File: src/rtl/audio_pkg.sv
// Shared audio widths, per-source control record and mixer state encoding.
package audio_pkg;
    localparam int SAMPLE_BITS = 16;
    localparam int VOLUME_BITS = 8;
    localparam int M_BUF_LEN   = 256;

    typedef struct packed {
        logic                          valid;
        logic [VOLUME_BITS-1:0]        vol;
        logic signed [SAMPLE_BITS-1:0] sample;
    } SourceControlReg_t;

    typedef enum logic [1:0] {IDLE, MAC, SAT, WRITE} mix_state_t;
endpackage

File: src/rtl/sync_fall_detect.sv
// Two-flop synchroniser for an asynchronous frame clock plus falling-edge detector.
module sync_fall_detect (
    input  logic mclk,
    input  logic rstn,
    input  logic din,
    output logic fall
);
    logic       s1, s2, s3;
    logic [2:0] vld_pipe;

    // vld_pipe marks which stages hold real post-reset samples, so the reset
    // value of 1 never pairs with a low input to fake an edge.
    always_ff @(posedge mclk) begin
        if (!rstn) begin
            s1       <= 1'b1;
            s2       <= 1'b1;
            s3       <= 1'b1;
            vld_pipe <= '0;
        end else begin
            s1       <= din;
            s2       <= s1;
            s3       <= s2;
            vld_pipe <= {vld_pipe[1:0], 1'b1};
        end
    end

    assign fall = vld_pipe[2] & s3 & ~s2;
endmodule

File: src/rtl/sample_mixer.sv
// Per-frame volume-scaled mix of NUM_SRC sources into one saturated sample,
// written to the master buffer LAG slots behind the playback index.
module sample_mixer #(
    parameter int NUM_SRC     = 3,
    parameter int SAMPLE_BITS = audio_pkg::SAMPLE_BITS,
    parameter int VOLUME_BITS = audio_pkg::VOLUME_BITS,
    parameter int M_BUF_LEN   = audio_pkg::M_BUF_LEN,
    parameter int LAG         = 1,
    localparam int AW         = $clog2(M_BUF_LEN)
) (
    input  logic                                      mclk,
    input  logic                                      rstn,
    input  logic                                      lrclk,
    input  logic signed [NUM_SRC-1:0][SAMPLE_BITS-1:0] src_sample,
    input  logic [NUM_SRC-1:0]                        src_valid,
    input  logic [NUM_SRC-1:0][VOLUME_BITS-1:0]       src_vol,
    input  logic                                      mute,
    input  logic [AW-1:0]                             play_index,
    input  logic                                      clr_flags,
    output logic                                      wr_en,
    output logic [AW-1:0]                             wr_addr,
    output logic [SAMPLE_BITS-1:0]                    wr_data,
    output logic                                      busy,
    output logic                                      clip,
    output logic                                      overrun
);
    import audio_pkg::*;

    localparam int ACC_W = SAMPLE_BITS + VOLUME_BITS + $clog2(NUM_SRC) + 1;
    localparam int SW    = ACC_W - VOLUME_BITS;
    localparam int PW    = SAMPLE_BITS + VOLUME_BITS + 1;
    localparam int IW    = (NUM_SRC > 1) ? $clog2(NUM_SRC) : 1;

    mix_state_t                        state, state_nxt;
    SourceControlReg_t [NUM_SRC-1:0]   src_q;
    logic                              mute_q;
    logic [AW-1:0]                     idx_q;
    logic [IW-1:0]                     k_q;
    logic signed [ACC_W-1:0]           acc_q;
    logic signed [PW-1:0]              prod;
    logic [SW-1:0]                     shifted;
    logic                              pos_ovf, neg_ovf;
    logic [SAMPLE_BITS-1:0]            sat_val;
    logic                              frame, clip_set, ovr_set;

    sync_fall_detect u_sync (
        .mclk (mclk),
        .rstn (rstn),
        .din  (lrclk),
        .fall (frame)
    );

    assign busy = (state != IDLE);

    always_ff @(posedge mclk) begin
        if (!rstn) state <= IDLE;
        else       state <= state_nxt;
    end

    always_comb begin
        state_nxt = state;
        case (state)
            IDLE:    if (frame) state_nxt = MAC;
            MAC:     if (k_q == IW'(NUM_SRC - 1)) state_nxt = SAT;
            SAT:     state_nxt = WRITE;
            WRITE:   state_nxt = IDLE;
            default: state_nxt = IDLE;
        endcase
    end

    // Signed sample times zero-extended (hence non-negative) gain.
    always_comb begin
        prod = '0;
        if (src_q[k_q].valid)
            prod = $signed(src_q[k_q].sample) * $signed({1'b0, src_q[k_q].vol});
    end

    // Dropping the low VOLUME_BITS is the arithmetic right shift; overflow
    // whenever the bits above the output sign bit disagree with it.
    always_comb begin
        shifted = acc_q[ACC_W-1:VOLUME_BITS];
        pos_ovf = !shifted[SW-1] &&  (|shifted[SW-2:SAMPLE_BITS-1]);
        neg_ovf =  shifted[SW-1] && !(&shifted[SW-2:SAMPLE_BITS-1]);
        sat_val = shifted[SAMPLE_BITS-1:0];
        if (pos_ovf) sat_val = {1'b0, {(SAMPLE_BITS-1){1'b1}}};
        if (neg_ovf) sat_val = {1'b1, {(SAMPLE_BITS-1){1'b0}}};
    end

    assign clip_set = (state == SAT) && !mute_q && (pos_ovf || neg_ovf);
    assign ovr_set  = frame && busy;

    always_ff @(posedge mclk) begin
        if (!rstn) begin
            src_q   <= '0;
            mute_q  <= 1'b0;
            idx_q   <= '0;
            k_q     <= '0;
            acc_q   <= '0;
            wr_en   <= 1'b0;
            wr_addr <= '0;
            wr_data <= '0;
            clip    <= 1'b0;
            overrun <= 1'b0;
        end else begin
            wr_en   <= (state == SAT);
            clip    <= clip_set | (clip & ~clr_flags);
            overrun <= ovr_set  | (overrun & ~clr_flags);
            case (state)
                IDLE: if (frame) begin
                    for (int i = 0; i < NUM_SRC; i++) begin
                        src_q[i].sample <= src_sample[i];
                        src_q[i].vol    <= src_vol[i];
                        src_q[i].valid  <= src_valid[i];
                    end
                    mute_q <= mute;
                    idx_q  <= play_index;
                    k_q    <= '0;
                    acc_q  <= '0;
                end
                MAC: begin
                    acc_q <= acc_q + ACC_W'(prod);
                    k_q   <= k_q + IW'(1);
                end
                SAT: begin
                    wr_data <= mute_q ? '0 : sat_val;
                    wr_addr <= idx_q - AW'(LAG);
                end
                default: ;
            endcase
        end
    end
endmodule

File: config.mk
export PLATFORM = sky130hd
export DESIGN_NAME = sample_mixer
export DESIGN_NICKNAME = d
export VERILOG_FILES = /design/src/rtl/audio_pkg.sv /design/src/rtl/sync_fall_detect.sv /design/src/rtl/sample_mixer.sv
export SDC_FILE = /design/constraint.sdc
export NUM_CORES = 1
export LEC_CHECK = 0
export BUFFER_PORTS_ARGS = -buffer_cell sky130_fd_sc_hd__buf_2
export CORE_ASPECT_RATIO = 1.2
export CORE_MARGIN = 2
export CORE_UTILIZATION = 35
export CTS_BUF_LIST = sky130_fd_sc_hd__clkbuf_2 sky130_fd_sc_hd__clkbuf_4 sky130_fd_sc_hd__clkbuf_8
export DETAILED_ROUTE_END_ITERATION = 6
export HOLD_SLACK_MARGIN = 0.03
export PLACE_DENSITY = 0.59
export SYNTH_ARGS = -nofsm -noshare
export SYNTH_HDL_FRONTEND = slang
export SYNTH_HIERARCHICAL = 1
export SYNTH_SLANG_ARGS = --single-unit
File: constraint.sdc
create_clock -name mclk -period 15.9 [get_ports mclk]
set_input_delay 2.385 -clock mclk [delete_from_list [all_inputs] [get_ports mclk]]
set_output_delay 2.385 -clock mclk [all_outputs]
set_load 0.02 [all_outputs]
==> impl_results.md <==
* Status: finished clean
* Reg2Reg Depth at 32
* Met3 Use GR at 0.0221
* Critical Path RT at 16260 ps
* Max VDD drop at 0.0594 mV
* Hold Crit Depth at 1
* Routed Antenna Nets at 0
* Gpl congestion at 0.904
* Routed wire length per instance at 14.2 um
* Slew Viols, Final at 0
* DR vias at 9652
* Post-cts resize count at 0
* Global routing usage on met1 at 0.201
* Total core area at 33900 um^2
* Avg Vias per Cell at 4.83
* Initial antenna violation count at 0
* FP Rows at 74
* Worst EP arrival at 8830 ps
* Vias in the first global route at 9578
* Die Wd at 173 um
* Area Growth Syn to Fin at 12.1%
* Post-DP Area at 13000 um^2
* Met2 GRT Util at 0.289
* RSZ-0062 raised after global routing: false
* Reg-to-reg slack, setup at 7420 ps
* Total wire length at 28400 um
* Clk pin slew, worst setup/hold paths at 80 ps
* Hold-fix buffers at CTS at 0
* Crit Path Max Fanout at 38
* Max Cap Violations at 0
* Critical path capture point type: register
* Fin crit period at 8480 ps
* Initial DRC count at 374
* Final setup fails at 0
* Remaining DRCs at 0
* Post-Synthesis Cell Area at 12000 um^2
* GRT busiest layer: met2
* GR Overflow Total at 0
* CTS Buf Count at 17
* H-tree level count at 4
* Top_reg_cell synth: dfxtp_1
* Initial Utilization at 0.353
* Final period util at 0.533
* Leak at 5.95 nW
* Worst reg2reg startpoint: k_q[1]$_SDFFE_PN0P_
* Die Ht at 206 um
* Sum Neg Setup Slack at 0 ps
* Hold path start: u_sync/s1$_SDFF_PN1_
* Worst reg2reg path endpoint: acc_q[26]$_SDFFE_PN0P_
* Synthesized Nets at 1717
* Total track usage at 0.163
* CTS tree: built
* Clk Latency, worst-skew pair at 490 ps
* N_diodes at 0
* Critical Path Slowest Stage Cell: nor2b_2
* Fmax at 118 MHz
* Worst slew margin at 0.257
* Critical path class: register to register
* Share of cells above drive strength 1 at 0.118
* P per Cell Area at 57.0 nW/um^2
* Port bufs at 115
* Clk buf depth at 2
* Seq/Total Area, Yosys at 0.248
* Synth warnings at 6
* First-pass GRT wire length at 47000 um
* Final Hold Fails at 0
* Hold crit path type: register to register
* Syn Area/Cell at 8.27 um^2
* Clk root buf: clkbuf_8
* Pin count of the biggest net entering global routing at 90
* Fillers at 3555
* Worst Tran Pin Value at 1110 ps
* Fin area at 13400 um^2
* 1st-pass router iterations at 4
* Register bit total from synthesis at 148
* Die area at 35700 um^2
* Post-synth EDFFs at 0
* Setup Buffers After CTS at 0
* Clk_skew at 20.4 ps
* Asr flop ratio synth at 0
* I/O pin total at 116
* Final nets at 1802
* Critical Path Source Type: register
* Synth Instances at 1446
* Clk sink count at 148
* CP most frequent cell: o21ai_0
* Worst hold endpoint: u_sync/s2$_SDFF_PN1_
* Synth cell types at 66
* Highest cell delay on the worst timing path at 840 ps
* DP HPWL at 22300 um
-- metrics by stage --
step / util / hold WS (ps) / power [mW] / setup slack [ps] / std cells
after CTS: 0.395 / 420 / 0.774 / 7470 / 2000
after detailed placement: 0.383 / 400 / 0.450 / 7500 / 1968
after global placement: 0.383 / 394 / 0.450 / 7680 / 1968
final: 0.395 / 415 / 0.763 / 7420 / 2000
after floorplan: - / 386 / 0.425 / 8590 / 1446
after global routing: 0.395 / 441 / 0.792 / 6430 / 2000
-- cell usage in the layout (no fill, tap or decap), types with 4 or more instances in the layout --
cell | netlist | routed
dfxtp_1 | 148 | 147
o21ai_1 | 16 | 16
a22oi_1 | 16 | 16
nor2_1 | 90 | 89
a21boi_0 | 101 | 100
o211a_1 | 7 | 7
xor2_1 | 17 | 17
clkbuf_8 | 0 | 19
and2_1 | 13 | 13
o21a_1 | 12 | 12
a21o_1 | 22 | 22
ha_1 | 80 | 80
mux2i_1 | 28 | 28
buf_2 | 2 | 114
a211oi_1 | 10 | 10
o22ai_1 | 4 | 4
buf_4 | 0 | 14
inv_1 | 175 | 175
a21oi_1 | 41 | 41
o211ai_1 | 6 | 6
a31oi_1 | 5 | 5
xnor2_1 | 29 | 29
nor3_1 | 13 | 13
nand2_1 | 280 | 279
nor2b_1 | 37 | 36
nand3_1 | 7 | 7
fa_1 | 103 | 103
nor3b_1 | 4 | 4
nand2b_1 | 31 | 31
o21ai_0 | 38 | 38
-- registers in the layout (all words and copies together), names as in the netlist --
| signal | cells |
|---|---|
| acc_q | 27 |
| clip | 1 |
| idx_q | 8 |
| k_q | 2 |
| mute_q | 1 |
| overrun | 1 |
| src_q | 75 |
| state | 2 |
| u_sync/s1 | 1 |
| u_sync/s2 | 1 |
| u_sync/s3 | 1 |
| u_sync/vld_pipe | 3 |
| wr_addr | 8 |
| wr_data | 16 |
| wr_en | 1 |
-- Yosys cell counts (3+ instances only) --
| master | instances | area share |
|---|---|---|
| nand2_1 | 280 | 0.088 |
| inv_1 | 175 | 0.055 |
| dfxtp_1 | 148 | 0.25 |
| fa_1 | 103 | 0.17 |
| a21boi_0 | 101 | 0.063 |
| nor2_1 | 90 | 0.028 |
| ha_1 | 80 | 0.084 |
| clkbuf_1 | 54 | 0.017 |
| a21oi_1 | 41 | 0.017 |
| o21ai_0 | 38 | 0.016 |
| nor2b_1 | 37 | 0.019 |
| nand2b_1 | 31 | 0.016 |
| xnor2_1 | 29 | 0.021 |
| mux2i_1 | 28 | 0.023 |
| a21o_1 | 22 | 0.014 |
| xor2_1 | 17 | 0.012 |
| a22oi_1 | 16 | 0.010 |
| o21ai_1 | 16 | 0.0067 |
| and2_1 | 13 | 0.0068 |
| nor3_1 | 13 | 0.0054 |
| o21a_1 | 12 | 0.0075 |
| a211oi_1 | 10 | 0.0063 |
| nand3_1 | 7 | 0.0029 |
| o211a_1 | 7 | 0.0059 |
| o211ai_1 | 6 | 0.0038 |
| a31oi_1 | 5 | 0.0026 |
| buf_1 | 5 | 0.0016 |
| nor3b_1 | 4 | 0.0025 |
| o22ai_1 | 4 | 0.0021 |
| a211o_1 | 3 | 0.0022 |
| and3_1 | 3 | 0.0016 |
| nand4_1 | 3 | 0.0016 |
| or2_2 | 3 | 0.0016 |
-- area by class of cell --
type | count | area, um^2 | share of cell area
multi-input cells | 1061 | 8110 | 0.605
inverters | 175 | 657 | 0.0490
repair buffers | 128 | 676 | 0.0504
clock buffers | 21 | 277 | 0.0206
flip-flops and latches | 148 | 2960 | 0.221
clock inverters | 11 | 149 | 0.0111
well taps | 456 | 571 | 0.0426
-- per-layer routing --
layer | wire, um | up-vias
met1 | 12900 | 4608
met2 | 14000 | 151
met3 | 784 | 48
met4 | 694 | 0
met5 | 0 | -
li1 | - | 4845
-- worst max path at each step --
| stage | start | end | slack, ps | cells after the start |
|---|---|---|---|---|
| 2_1_floorplan | k_q[1]$_SDFFE_PN0P_ | acc_q[26]$_SDFFE_PN0P_ | 8590 | 34 |
| 3_3_place_gp | k_q[1]$_SDFFE_PN0P_ | acc_q[26]$_SDFFE_PN0P_ | 7680 | 32 |
| 3_5_place_dp | k_q[1]$_SDFFE_PN0P_ | acc_q[26]$_SDFFE_PN0P_ | 7500 | 32 |
| 4_1_cts | k_q[1]$_SDFFE_PN0P_ | acc_q[26]$_SDFFE_PN0P_ | 7470 | 32 |
| 5_1_grt | k_q[1]$_SDFFE_PN0P_ | acc_q[26]$_SDFFE_PN0P_ | 6430 | 32 |
| 6_report | k_q[1]$_SDFFE_PN0P_ | acc_q[26]$_SDFFE_PN0P_ | 7420 | 32 |
-- cell families (layout without fill, tap and decap cells) --
group / count (synthesis) / after routing / share of synthesized area
adder cells (fa/ha/maj): 184 / 184 / 0.257
XOR/XNOR: 46 / 46 / 0.0337
buffers and inverters: 237 / 335 / 0.0747
AND/OR/NAND/NOR: 494 / 494 / 0.182
multiplexers: 29 / 29 / 0.0253
AO/OA/AOI/OAI: 308 / 308 / 0.180
flip-flops: 148 / 148 / 0.248
-- critical path: cells and delay by family, from the launching register on --
kind                       cells  cell delay (ps)
buffers and inverters          4              470
xor gates and xnor gates       1              150
DFF                            1              320
and+or+nand+nor                8             1730
adders and majority gates      6             2580
AOI/OAI and AO/OA             13             3080
-- where the power goes --
part	internal [mW]	leakage [nW]	switching, mW
clock network	0.168	0.221	0.155
registers	0.376	1.19	0.00283
logic	0.0262	4.53	0.0363
total	0.570	5.95	0.194
(Power assumes the default switching activity.)
